$ cat config.mk
export PLATFORM = sky130hd
export DESIGN_NAME = seq_divider
export DESIGN_NICKNAME = d
export VERILOG_FILES = /design/src/rtl/seq_divider.sv
export SDC_FILE = /design/constraint.sdc
export NUM_CORES = 1
export LEC_CHECK = 0
export BUFFER_PORTS_ARGS = -buffer_cell sky130_fd_sc_hd__buf_2
export CAP_MARGIN = 20
export CORE_UTILIZATION = 50
export CTS_CLUSTER_SIZE = 40
export DETAILED_ROUTE_END_ITERATION = 8
export PLACE_DENSITY = 0.72
export RECOVER_POWER = 50
export SETUP_SLACK_MARGIN = 0.5
export SLEW_MARGIN = 20
export SYNTH_ARGS = -nofsm -noshare
export SYNTH_HDL_FRONTEND = slang
export SYNTH_SLANG_ARGS = --single-unit
$ cat constraint.sdc
create_clock -name clk -period 3.2 [get_ports clk]
set_clock_uncertainty 0.1 [all_clocks]
set_input_delay 0.64 -clock clk [delete_from_list [all_inputs] [get_ports clk]]
set_output_delay 0.64 -clock clk [all_outputs]
set_load 0.01 [all_outputs]
$ cat src/rtl/seq_divider.sv
// Iterative restoring divider: 2W-bit dividend / W-bit divisor, one quotient bit per clock.
// Start/Busy/Done handshake; results and divide-by-zero flag are held until the next completion.
module seq_divider #(
    parameter int W = 4
) (
    input  logic           clk,
    input  logic           rst_n,
    input  logic           start,
    input  logic [2*W-1:0] dividend,
    input  logic [W-1:0]   divisor,
    output logic [2*W-1:0] quotient,
    output logic [W-1:0]   remainder,
    output logic           busy,
    output logic           done,
    output logic           divzero
);

    localparam int CW = $clog2(2*W+1);

    typedef enum logic {IDLE, RUN} state_t;

    state_t         state_reg, state_next;
    logic [2*W-1:0] dvd_reg;
    logic [W-1:0]   dvs_reg;
    logic [W:0]     partial_reg;
    logic [2*W-1:0] quot_reg;
    logic [CW-1:0]  count_reg;
    logic [2*W-1:0] quotient_reg;
    logic [W-1:0]   remainder_reg;
    logic           done_reg;
    logic           divzero_reg;

    logic [W:0]     shifted;
    logic [W:0]     diff;
    logic           ge;
    logic           last;
    logic [W:0]     partial_next;
    logic [2*W-1:0] quot_next;

    // One restoring step: bring in the next dividend bit, subtract if it fits.
    always_comb begin
        shifted      = {partial_reg[W-1:0], dvd_reg[2*W-1]};
        diff         = shifted - {1'b0, dvs_reg};
        ge           = (shifted >= {1'b0, dvs_reg});
        partial_next = ge ? diff : shifted;
        quot_next    = {quot_reg[2*W-2:0], ge};
        last         = (count_reg == CW'(1));
    end

    always_ff @(posedge clk or negedge rst_n) begin
        if (!rst_n) begin
            state_reg <= IDLE;
        end else begin
            state_reg <= state_next;
        end
    end

    always_comb begin
        state_next = state_reg;
        if (state_reg == IDLE) begin
            if (start) begin
                state_next = RUN;
            end
        end else begin
            if (last) begin
                state_next = IDLE;
            end
        end
    end

    always_comb begin
        busy      = (state_reg == RUN);
        done      = done_reg;
        quotient  = quotient_reg;
        remainder = remainder_reg;
        divzero   = divzero_reg;
    end

    always_ff @(posedge clk or negedge rst_n) begin
        if (!rst_n) begin
            dvd_reg       <= '0;
            dvs_reg       <= '0;
            partial_reg   <= '0;
            quot_reg      <= '0;
            count_reg     <= '0;
            quotient_reg  <= '0;
            remainder_reg <= '0;
            done_reg      <= 1'b0;
            divzero_reg   <= 1'b0;
        end else begin
            done_reg <= 1'b0;
            if (state_reg == IDLE) begin
                if (start) begin
                    dvd_reg     <= dividend;
                    dvs_reg     <= divisor;
                    partial_reg <= '0;
                    quot_reg    <= '0;
                    count_reg   <= CW'(2*W);
                end
            end else begin
                dvd_reg     <= {dvd_reg[2*W-2:0], 1'b0};
                partial_reg <= partial_next;
                quot_reg    <= quot_next;
                count_reg   <= count_reg - CW'(1);
                if (last) begin
                    done_reg <= 1'b1;
                    // A zero divisor runs the full latency but reports a fixed result.
                    if (dvs_reg == '0) begin
                        quotient_reg  <= '1;
                        remainder_reg <= '0;
                        divzero_reg   <= 1'b1;
                    end else begin
                        quotient_reg  <= quot_next;
                        remainder_reg <= partial_next[W-1:0];
                        divzero_reg   <= 1'b0;
                    end
                end
            end
        end
    end

endmodule

# Word level (Yosys, flattened, before mapping)
# Cells that the tools add are included.
# W data, S select, Z words.
# totals
ff_bits	42
inputBits	15
output_inout_bits	15
# classes
addsub	2
magnitude_cmp	1
n_eq_ne	1
n_mux	17
bitwise	1
n_reduce_logical	4
# op_table
operator	n
$mux W4	6
$mux W8	3
$mux W7	2
$mux W1	6
$ge A5 B4 Y1	1
$eq A4 B1 Y1 const B	1
$logic_not A4 Y1	1
$reduce_and A2 Y1	2
$sub A4 B1 Y4 const B	1
$sub A4 B4 Y4	1
$reduce_bool A2 Y1	1
$not A1 Y1	1

# Longest topological paths before layout
# Gate-level depths: netlist of run 1.
# logic_depth
depth_word	3
ltp_mapped	7

# Worst setup path before layout of run 1
# No wires, ideal clock.
# synth_timing
path_kind	register to register
from	reg dvs_reg[2]
to	reg remainder_reg[2], in the netlist remainder[2]
setup_ns	0.122
arrival_ns	1.562
t_required_ns	2.978
slack_ns	1.416
stages_incl_launch_ff	7
synth_period_minus_slack_ns	1.784
path_cell_list	dfrtp_1 > inv_1 > ha_1 > or2_1 > a21o_1 > a21o_1 > a32o_1
# synth_via
elab_chain_len	3
elab_cells_between_ends	5
cone_classes	1 x add/sub; 1 x order compare; 2 x mux; 1 x reduce/logical
# synth_lines
item	line_no	rtl
from (decl)	24	logic [W-1:0] dvs_reg;
from (signal assigned)	95	dvs_reg <= divisor;
$sub A4 B4 Y4 / $ge A5 B4 Y1 (equally long branches)	43, 44	
$mux W4	45	partial_next = ge ? diff : shifted;
$mux W4 (*)	108	if (dvs_reg == '0) begin
to (signal assigned)	114	remainder_reg <= partial_next[W-1:0];
to (decl)	29	logic [W-1:0] remainder_reg;
# Mark *: on every way between the ends. The rest lies on a longest branch, timed or not.
# A chain may end at the register's enable or synchronous reset.

# Final worst setup path of run 1
# layout_timing
from	in start
to	reg dvs_reg[0]
# layout_via
elab_chain_len	1
# layout_lines
item	line_no	rtl
from (decl)	8	input logic start,
$reduce_and A2 Y1 (no source line)	n/a	
# Every way passes these cells.

==> out/qor.csv, run 1 <==
metric;value;unit
status;finished clean;
Synth Area in Simple Gates;0.159;
Yosys Warn Count;0;
Static Leak;1.05;nW
final hold viol count;0;
Nets;236;
Worst Path Max Fanout;23;
Netlist cell types;38;
Synth Flop Type;dfrtp_1;
Setup CP Type;in2reg;
first-pass GRT wire length;6.34;mm
post-synthesis average cell area;10.7;um2
Clock Tree Root;clkbuf_8;
vias per cell;5.56;
crit path max-delay cell type;clkbuf_1;
utilization after layout;0.608;
CP Launch Type;input pin;
global route overflow;0;
initial drt markers;74;
DRC;0;
filler instances;325;
CP bufs+invs;1;
multi-input logic area;846;um2
Post-Synthesis Net Count;207;
fin crit share;0.705;
post-DP HPWL;2.70;mm
Die X;64.8;um
largest net degree at the start of global routing;43;
post-synthesis sequential area ratio;0.533;
initial core utilization;0.530;
area occupied by registers;1050;um2
clk buf depth;2;
Ant. Diodes;0;
fraction of layout cells with a size suffix above 1;0.195;
Critical Path, Cell by Cell;clkbuf_1 > nor2b_1 > mux2_2;
num rows;22;
worst endpoint required time;3.28;ns
area grow syn2layout;14.7;%
die area;4200;um2
Synth Area in Adders;0.0483;
Synth Area in Compound Gates;0.157;
Max VDD drop;461;uV
Max Fclk;0.443;GHz
setup ws final;0.945;ns
I/O Pins;30;
WP data arrival;2.33;ns
H-tree Lvls;2;
mux contribution to synthesized area;0.0514;
CP delay by family, top;buffers and inverters;
Vias;1461;
Worst-path clk slew;0.07;ns
Routed WL per cell;14.2;um
CORE AREA;3720;um2
Gate Count Post-Synth;185;
Worst-Margin Slew;1.20;ns
Port Buffer Count;29;
Num Clock Sinks;42;
DRT Pass-1 Iters;4;
largest family of logic cells by synthesized area;simple AND/OR/NAND/NOR gates;
post-route ant nets;0;
cell area after synthesis;1970;um2
All-Layer GR Usage;0.203;
Slew headroom;0.202;
MaxCap Viol Count;0;
Max stage delay on crit path;0.86;ns
pre-CTS setup slack;1.10;ns
initial antenna violation count;0;
CTS Buf Count;5;
Power, Total;0.00260;W
Synth Area in XOR/XNOR;0.0133;
setup tns final;0;ns
P per Cell Area;1150;nW/um2
number of global-route vias before repair;1430;
crit path time final;2.25;ns
GP Congestion;0.854;
fin. max-slew vios;0;
CTS tree;built;
#FFs+latches synth;42;
hold buffer count at cts;0;
# resized after CTS;0;
latest clock arrival within the worst-skew pair;0.29;ns
Worst Setup End Kind;register;
RSZ-0062 raised after global routing;false;
worst hold path type;in2async;
Setup Fix Bufs, Post-CTS;0;
Synth async-reset ratio;1.00;
final WL;3.73;mm
Post-synth EDFFs;0;
most frequent cells in the layout;dfrtp_1, buf_2, nand2_1;
Die H;64.8;um
commonest non-fill, non-tap cell in the layout;dfrtp_1;
Final setup viols;0;
-- per-stage QoR --
stage	std cells	hold WS (ns)	area [um2]
5_1_grt	263	0.414	2260
6_report	263	0.368	2260
3_3_place_gp	255	0.367	2150
4_1_cts	263	0.395	2260
2_1_floorplan	185	0.244	1970
3_5_place_dp	255	0.379	2150
-- worst register-to-register path, cell delays in order (launching register included) --
cell and delay, ns:
dfrtp_1 0.35, inv_1 0.07, ha_1 0.36, or2_1 0.25
a21o_1 0.24, a21o_1 0.21, a32o_1 0.25
-- synth_stat cells (all sizes together) (4+ instances only) --
cell,number,area (um2)
a21oi,4,20.0
buf,9,40.0
dfrtp,42,1050
ha,6,75.1
inv,9,33.8
mux2i,9,90.1
nand2,22,82.6
nand2b,8,50.1
nor2,7,26.3
nor3,5,25.0
o21ai,22,110
o22a,7,61.3
-- path summary, 6_finish.rpt --
path / startpoint / end / slack (ns) / cells after the start
hold / removal: rst_n / dvs_reg[2] / 0.37 / 1
max in group asynchronous: rst_n / quotient[2] / 2.07 / 1
setup / recovery: start / dvs_reg[0] / 0.95 / 3
hold reg to reg: remainder[3] / remainder[3] / 0.39 / 2
setup reg to reg: dvs_reg[2] / remainder[2] / 1.27 / 6
min in group clk: remainder[3] / remainder[3] / 0.39 / 2
-- power breakdown --
part           internal, W  switching [W]
Clock             0.000218       0.000166
Sequential        0.000789       0.000167
Combinational     0.000576       0.000686
Total              0.00158        0.00102
-- area by class of cell --
cell class	count	area share
flip-flops and latches	42	0.465
repair buffers	31	0.0703
clock buffers	8	0.0487
inverters	9	0.0150
well taps	48	0.0266
multi-input cells	125	0.374
-- routing by layer --
metal / part of all wire / track usage
met1: 0.44 / 0.251
met2: 0.50 / 0.339
met3: 0.049 / 0.0370
met4: 0.012 / 0.100
met5: 0 / 0
-- logic make-up (layout without fill, tap and decap cells) --
group / Yosys count / after routing
flops: 42 / 42
simple gates: 58 / 58
fa+ha+maj: 7 / 7
xor+xnor: 3 / 3
buf+inv: 18 / 48
mux: 10 / 10
compound gates: 47 / 47
Power figures use the tool's default switching activity.
==> run 2, diff against run 1 <==
Clock period 3.2 ns to 2.1 ns, I/O delays scaled along.
==> run 2 against run 1 <==
Against the previous run: die area unchanged; hold slack worse by 0.13 ns; clock-buffer cell count down 3; total power up 72%; worst setup slack worse by 0.68 ns; clock power up 39%; critical path type is now reg2reg; highest routed layer unchanged.
==> out/qor.csv, run 2 (synthesis results as in run 1) <==
metric;value;unit;change
setup tns final;0;ns;unchanged
initial drt markers;60;;was 74
fin crit share;0.875;;
DRC;0;;unchanged
commonest non-fill, non-tap cell in the layout;dfrtp_1;;unchanged
status;finished clean;;unchanged
largest net degree at the start of global routing;44;;was 43
first-pass GRT wire length;6.69;mm;was 6.34 mm
initial core utilization;0.530;;unchanged
CTS Buf Count;5;;unchanged
GP Congestion;0.880;;was 0.854
Worst-path clk slew;0.09;ns;was 0.07 ns
Routed WL per cell;15.0;um;was 14.2 um
fraction of layout cells with a size suffix above 1;0.330;;was 0.195
Max Fclk;0.544;GHz;
placed cell areas;2180;um2;was 2150 um2
vias per cell;5.48;;was 5.56
die area;4200;um2;unchanged
num rows;22;;unchanged
Setup CP Type;reg2reg;;was in2reg
MaxCap Viol Count;0;;unchanged
Slew headroom;0.325;;was 0.202
Port Buffer Count;29;;unchanged
CP Launch Type;register;;was input pin
design area;2460;um2;was 2260 um2
crit path max-delay cell type;clkbuf_2;;was clkbuf_1
P per Cell Area;1820;nW/um2;was 1150 nW/um2
Worst Setup End Kind;register;;unchanged
CORE AREA;3720;um2;unchanged
final WL;4.13;mm;was 3.73 mm
I/O Pins;30;;unchanged
Ant. Diodes;0;;unchanged
Clock Tree Root;clkbuf_8;;unchanged
Critical Path, Cell by Cell;clkbuf_2 > nor3b_1 > a311o_1;;was clkbuf_1 > nor2b_1 > mux2_2
final hold viol count;0;;unchanged
Die H;64.8;um;unchanged
Max stage delay on crit path;0.64;ns;was 0.86 ns
Worst Path Max Fanout;43;;was 23
Vias;1506;;was 1,461
Max VDD drop;781;uV;was 461 uV
Worst-Margin Slew;1.01;ns;was 1.20 ns
All-Layer GR Usage;0.214;;was 0.203
fin. max-slew vios;0;;unchanged
global route overflow;0;;unchanged
Final setup viols;0;;unchanged
hold buffer count at cts;0;;unchanged
worst hold path type;in2reg;;was in2async
most frequent cells in the layout;dfrtp_1, buf_2, nand2_1;;unchanged
CTS tree;built;;unchanged
WP data arrival;1.93;ns;was 2.33 ns
worst endpoint required time;2.19;ns;was 3.28 ns
post-DP HPWL;2.69;mm;was 2.70 mm
latest clock arrival within the worst-skew pair;0.30;ns;was 0.29 ns
RSZ-0062 raised after global routing;true;;was false
filler instances;296;;was 325
post-route ant nets;0;;unchanged
Nets;248;;was 236
Power, Total;0.00447;W;was 0.00260 W
clk buf depth;2;;unchanged
area grow syn2layout;25.0;%;was 14.7%
DRT Pass-1 Iters;4;;unchanged
Num Clock Sinks;42;;unchanged
CP delay by family, top;buffers and inverters;;unchanged
crit path time final;1.84;ns;
utilization after layout;0.663;;was 0.608
Static Leak;1.10;nW;was 1.05 nW
initial antenna violation count;0;;unchanged
H-tree Lvls;2;;unchanged
number of global-route vias before repair;1441;;was 1,430
Die X;64.8;um;unchanged
CP bufs+invs;1;;unchanged
[run 2: cell types whose count changed in the layout (fill, tap and decap cells not counted), moves of 3 or more]
cell	previous run	this run
clkbuf_8	8	5
inv_1	8	5
buf_4	2	11
ha_1	6	1
ha_4	0	4
inv_2	1	4
[run 2: metrics by stage]
step                      worst slack [ns]  hold slack, ns  cells
after global placement               0.298           0.368    256
after CTS                            0.321           0.102    271
after floorplan                      0.434          0.0244    185
after detailed placement             0.265           0.378    256
after global routing                 0.163           0.265    275
final                                0.262           0.236    275
[run 2: tightest hold or removal path: stages]
cell and delay [ns]:
buf_2 0.07, nand2_1 0.03, o21ai_0 0.06
[run 2: report_power, final]
group          switching, W  internal (W)  total (W)
clock network      0.000295      0.000238   0.000533
registers          0.000306       0.00120    0.00151
logic               0.00121       0.00122    0.00243
total               0.00181       0.00266    0.00447
[run 2: repair_timing]
item | CTS | global route
setup buffers | 7 | 4
pin swaps | 5 | 9
endpoints found under the setup margin | 17 | 18
gates resized for setup | 9 | 15
[run 2: path summary, 6_finish.rpt]
kind / start / depth (start not counted) / end / slack [ns]
min in group asynchronous: rst_n / 2 / dvs_reg[2] / 0.27
worst min-delay path: divisor[3] / 3 / dvs_reg[3] / 0.24
worst min register to register: dvd_reg[4] / 2 / dvd_reg[5] / 0.39
max in group asynchronous: rst_n / 2 / dvd_reg[2] / 1.01
worst max-delay path: busy / 3 / partial_reg[1] / 0.26
worst max register to register: busy / 3 / partial_reg[1] / 0.26
[run 2: cell type report]
type                    instances  area [um2]  share of cell area
well taps                      48        60.1              0.0244
multi-input cells             125         978               0.397
repair buffers                 43         246               0.100
clock inverters                 3        23.8             0.00965
inverters                       9        33.8              0.0137
clock buffers                   5        68.8              0.0279
flip-flops and latches         42        1050               0.427
[run 2: layer usage]
metal	vias up	GRT usage	part of all wire
met5	-	0	0
met4	0	0.0722	0.018
met3	10	0.0440	0.042
met2	42	0.362	0.51
met1	730	0.270	0.43
li1	724	-	-
==> run 3, diff against run 2 <==
Settings changed: BUFFER_PORTS_ARGS -buffer_cell sky130_fd_sc_hd__buf_2 to unset, CELL_PAD_IN_SITES_DETAIL_PLACEMENT set to 1, CELL_PAD_IN_SITES_GLOBAL_PLACEMENT set to 2, CORE_UTILIZATION 50 to 40, DONT_BUFFER_PORTS set to 1, PLACE_DENSITY 0.72 to unset, PLACE_DENSITY_LB_ADDON set to 0.1, SETUP_SLACK_MARGIN 0.5 to 0.02.
==> run 3 against run 2 <==
Against the previous run: total power is 15% lower; cell area is 13% lower; clock-buffer cell count stayed put; flip-flop and latch count stayed put; via count is 8.7% lower; non-clock buffer count is 38 lower; combinational power is 29% lower; worst setup slack worse by 0.10 ns; highest routed layer unchanged.
==> out/qor.csv, run 3 (synthesis results as in run 1) <==
metric;value;unit;change
MaxCap Viol Count;0;;unchanged
initial antenna violation count;0;;unchanged
Max stage delay on crit path;0.36;ns;was 0.64 ns
worst hold path type;in2reg;;unchanged
final hold slack;0.112;ns;was 0.236 ns
launch point of the worst path;dvs_reg[2];;was busy
RSZ-0062 raised after global routing;false;;was true
Worst-Margin Slew;1.03;ns;was 1.01 ns
clk buf depth;2;;unchanged
vias per cell;5.37;;was 5.48
post-route ant nets;0;;unchanged
reg-to-reg endpoint;partial_reg[1];;unchanged
r2r setup slk;0.16;ns;was 0.26 ns
final instance count without filler cells;256;;was 275
P per Cell Area;1780;nW/um2;was 1820 nW/um2
multi-input logic area;846;um2;was 978 um2
Worst Path Max Fanout;5;;was 43
fraction of layout cells with a size suffix above 1;0.0794;;was 0.330
Port Buffer Count;0;;was 29
Setup CP Type;reg2reg;;unchanged
area grow syn2layout;8.38;%;was 25.0%
All-Layer GR Usage;0.185;;was 0.214
Worst R2R Path Depth;6;;was 3
largest net degree at the start of global routing;43;;was 44
final hold viol count;0;;unchanged
R2R Path Start;dvs_reg[2];;was busy
crit path time final;1.94;ns;was 1.84 ns
hold path depth;1;;was 3
Setup crit end;partial_reg[1];;unchanged
Vias;1375;;was 1,506
Static Leak;0.936;nW;was 1.10 nW
post-DP HPWL;3.03;mm;was 2.69 mm
Final setup viols;0;;unchanged
fin. max-slew vios;0;;unchanged
Die H;72.2;um;was 64.8 um
Critical Path, Cell by Cell;inv_1 > ha_1 > or2_1 > a21oi_1 > nor3_1 > a311o_1;;was clkbuf_2 > nor3b_1 > a311o_1
worst endpoint required time;2.18;ns;was 2.19 ns
Power, Total;0.00379;W;was 0.00447 W
Setup Fix Bufs, Post-CTS;0;;was 7
Routed WL per cell;16.6;um;was 15.0 um
Num Clock Sinks;42;;unchanged
initial drt markers;66;;was 60
Worst Setup End Kind;register;;unchanged
CP delay by family, top;compound AO/OA/AOI/OAI gates;;was buffers and inverters
filler instances;535;;was 296
DRT Pass-1 Iters;4;;unchanged
most frequent cells in the layout;dfrtp_1, nand2_1, o21ai_1;;was dfrtp_1, buf_2, nand2_1
die area;5210;um2;was 4200 um2
number of global-route vias before repair;1507;;was 1,441
DRC;0;;unchanged
fin crit share;0.923;;was 0.875
crit path max-delay cell type;dfrtp_1;;was clkbuf_2
commonest non-fill, non-tap cell in the layout;dfrtp_1;;unchanged
initial core utilization;0.417;;was 0.530
pre-CTS setup slack;0.171;ns;was 0.265 ns
setup tns final;0;ns;unchanged
status;finished clean;;unchanged
final WL;4.24;mm;was 4.13 mm
Slew headroom;0.312;;was 0.325
Max VDD drop;559;uV;was 781 uV
setup ws final;0.161;ns;was 0.262 ns
CP Launch Type;register;;unchanged
WP data arrival;2.02;ns;was 1.93 ns
Clock Tree Root;clkbuf_8;;unchanged
dpl cells;246;;was 256
first-pass GRT wire length;7.19;mm;was 6.69 mm
area occupied by registers;1050;um2;unchanged
Nets;210;;was 248
latest clock arrival within the worst-skew pair;0.30;ns;about the same
Max Fclk;0.516;GHz;was 0.544 GHz
Ant. Diodes;0;;unchanged
CORE AREA;4720;um2;was 3720 um2
CTS tree;built;;unchanged
Die X;72.2;um;was 64.8 um
CP bufs+invs;1;;unchanged
Critical Path Stages;6;;was 3
Worst-path clk slew;0.08;ns;was 0.09 ns
I/O Pins;30;;unchanged
GP Congestion;0.886;;was 0.880
CTS Buf Count;5;;unchanged
H-tree Lvls;2;;unchanged
num rows;25;;was 22
global route overflow;0;;unchanged
[run 3: cell count changes in the layout (fill, tap and decap cells not counted), moves of 2 or more]
cell     previous run  this run
ha_1                1         6
a21oi_2             2         0
buf_4              11         1
o21ai_2             2         0
a21oi_1             2         4
inv_1               5         8
ha_4                4         0
or2_1               1         3
inv_2               4         1
or2_4               2         0
o21ai_1            11        13
buf_2              27         0
[run 3: layer usage]
layer  GRT usage  vias to the layer above  wire (um)  part of all wire
met4      0.0610                        0         52             0.012
met2       0.300                       34       2030              0.48
met5           0                        -          0                 0
met1       0.235                      680       1930              0.46
li1            -                      655          -                 -
met3      0.0569                        6        228             0.054
[run 3: cell type report]
type | count | area share
flip-flops and latches | 42 | 0.492
multi-input cells | 125 | 0.396
well taps | 67 | 0.0393
clock buffers | 5 | 0.0322
inverters | 9 | 0.0158
repair buffers | 5 | 0.0146
clock inverters | 3 | 0.00996
[run 3: repair_timing]
action                                  4_1_cts  5_1_grt
hold buffers                                  2        0
hold endpoints to repair                     42        0
resized for setup                             0        0
endpoints found under the setup margin        0        0
[run 3: per-stage QoR]
step	util	area, um2
2_1_floorplan	-	1970
3_3_place_gp	0.431	2040
3_5_place_dp	0.431	2040
4_1_cts	0.457	2160
5_1_grt	0.452	2140
6_report	0.452	2140
[run 3: worst min path at each step]
| stage | to | startpoint | slack (ns) |
|---|---|---|---|
| 6_report | count_reg[1] | start | 0.11 |
| 5_1_grt | count_reg[1] | start | 0.09 |
| 4_1_cts | count_reg[2] | start | 0.09 |
| 3_5_place_dp | done | rst_n | 0.03 |
| 3_3_place_gp | done | rst_n | 0.03 |
| 2_1_floorplan | busy | rst_n | 0.02 |
[run 3: power by group]
part           total [W]  internal (W)  switching (W)
clock network   0.000527      0.000234       0.000293
logic            0.00172      0.000786       0.000933
registers        0.00155       0.00120       0.000347
[run 3: worst register-to-register path: stages, from the launching register on]
cell and delay [ns]:
dfrtp_1 0.36, inv_1 0.06, ha_1 0.36, or2_1 0.25
a21oi_1 0.29, nor3_1 0.09, a311o_1 0.32
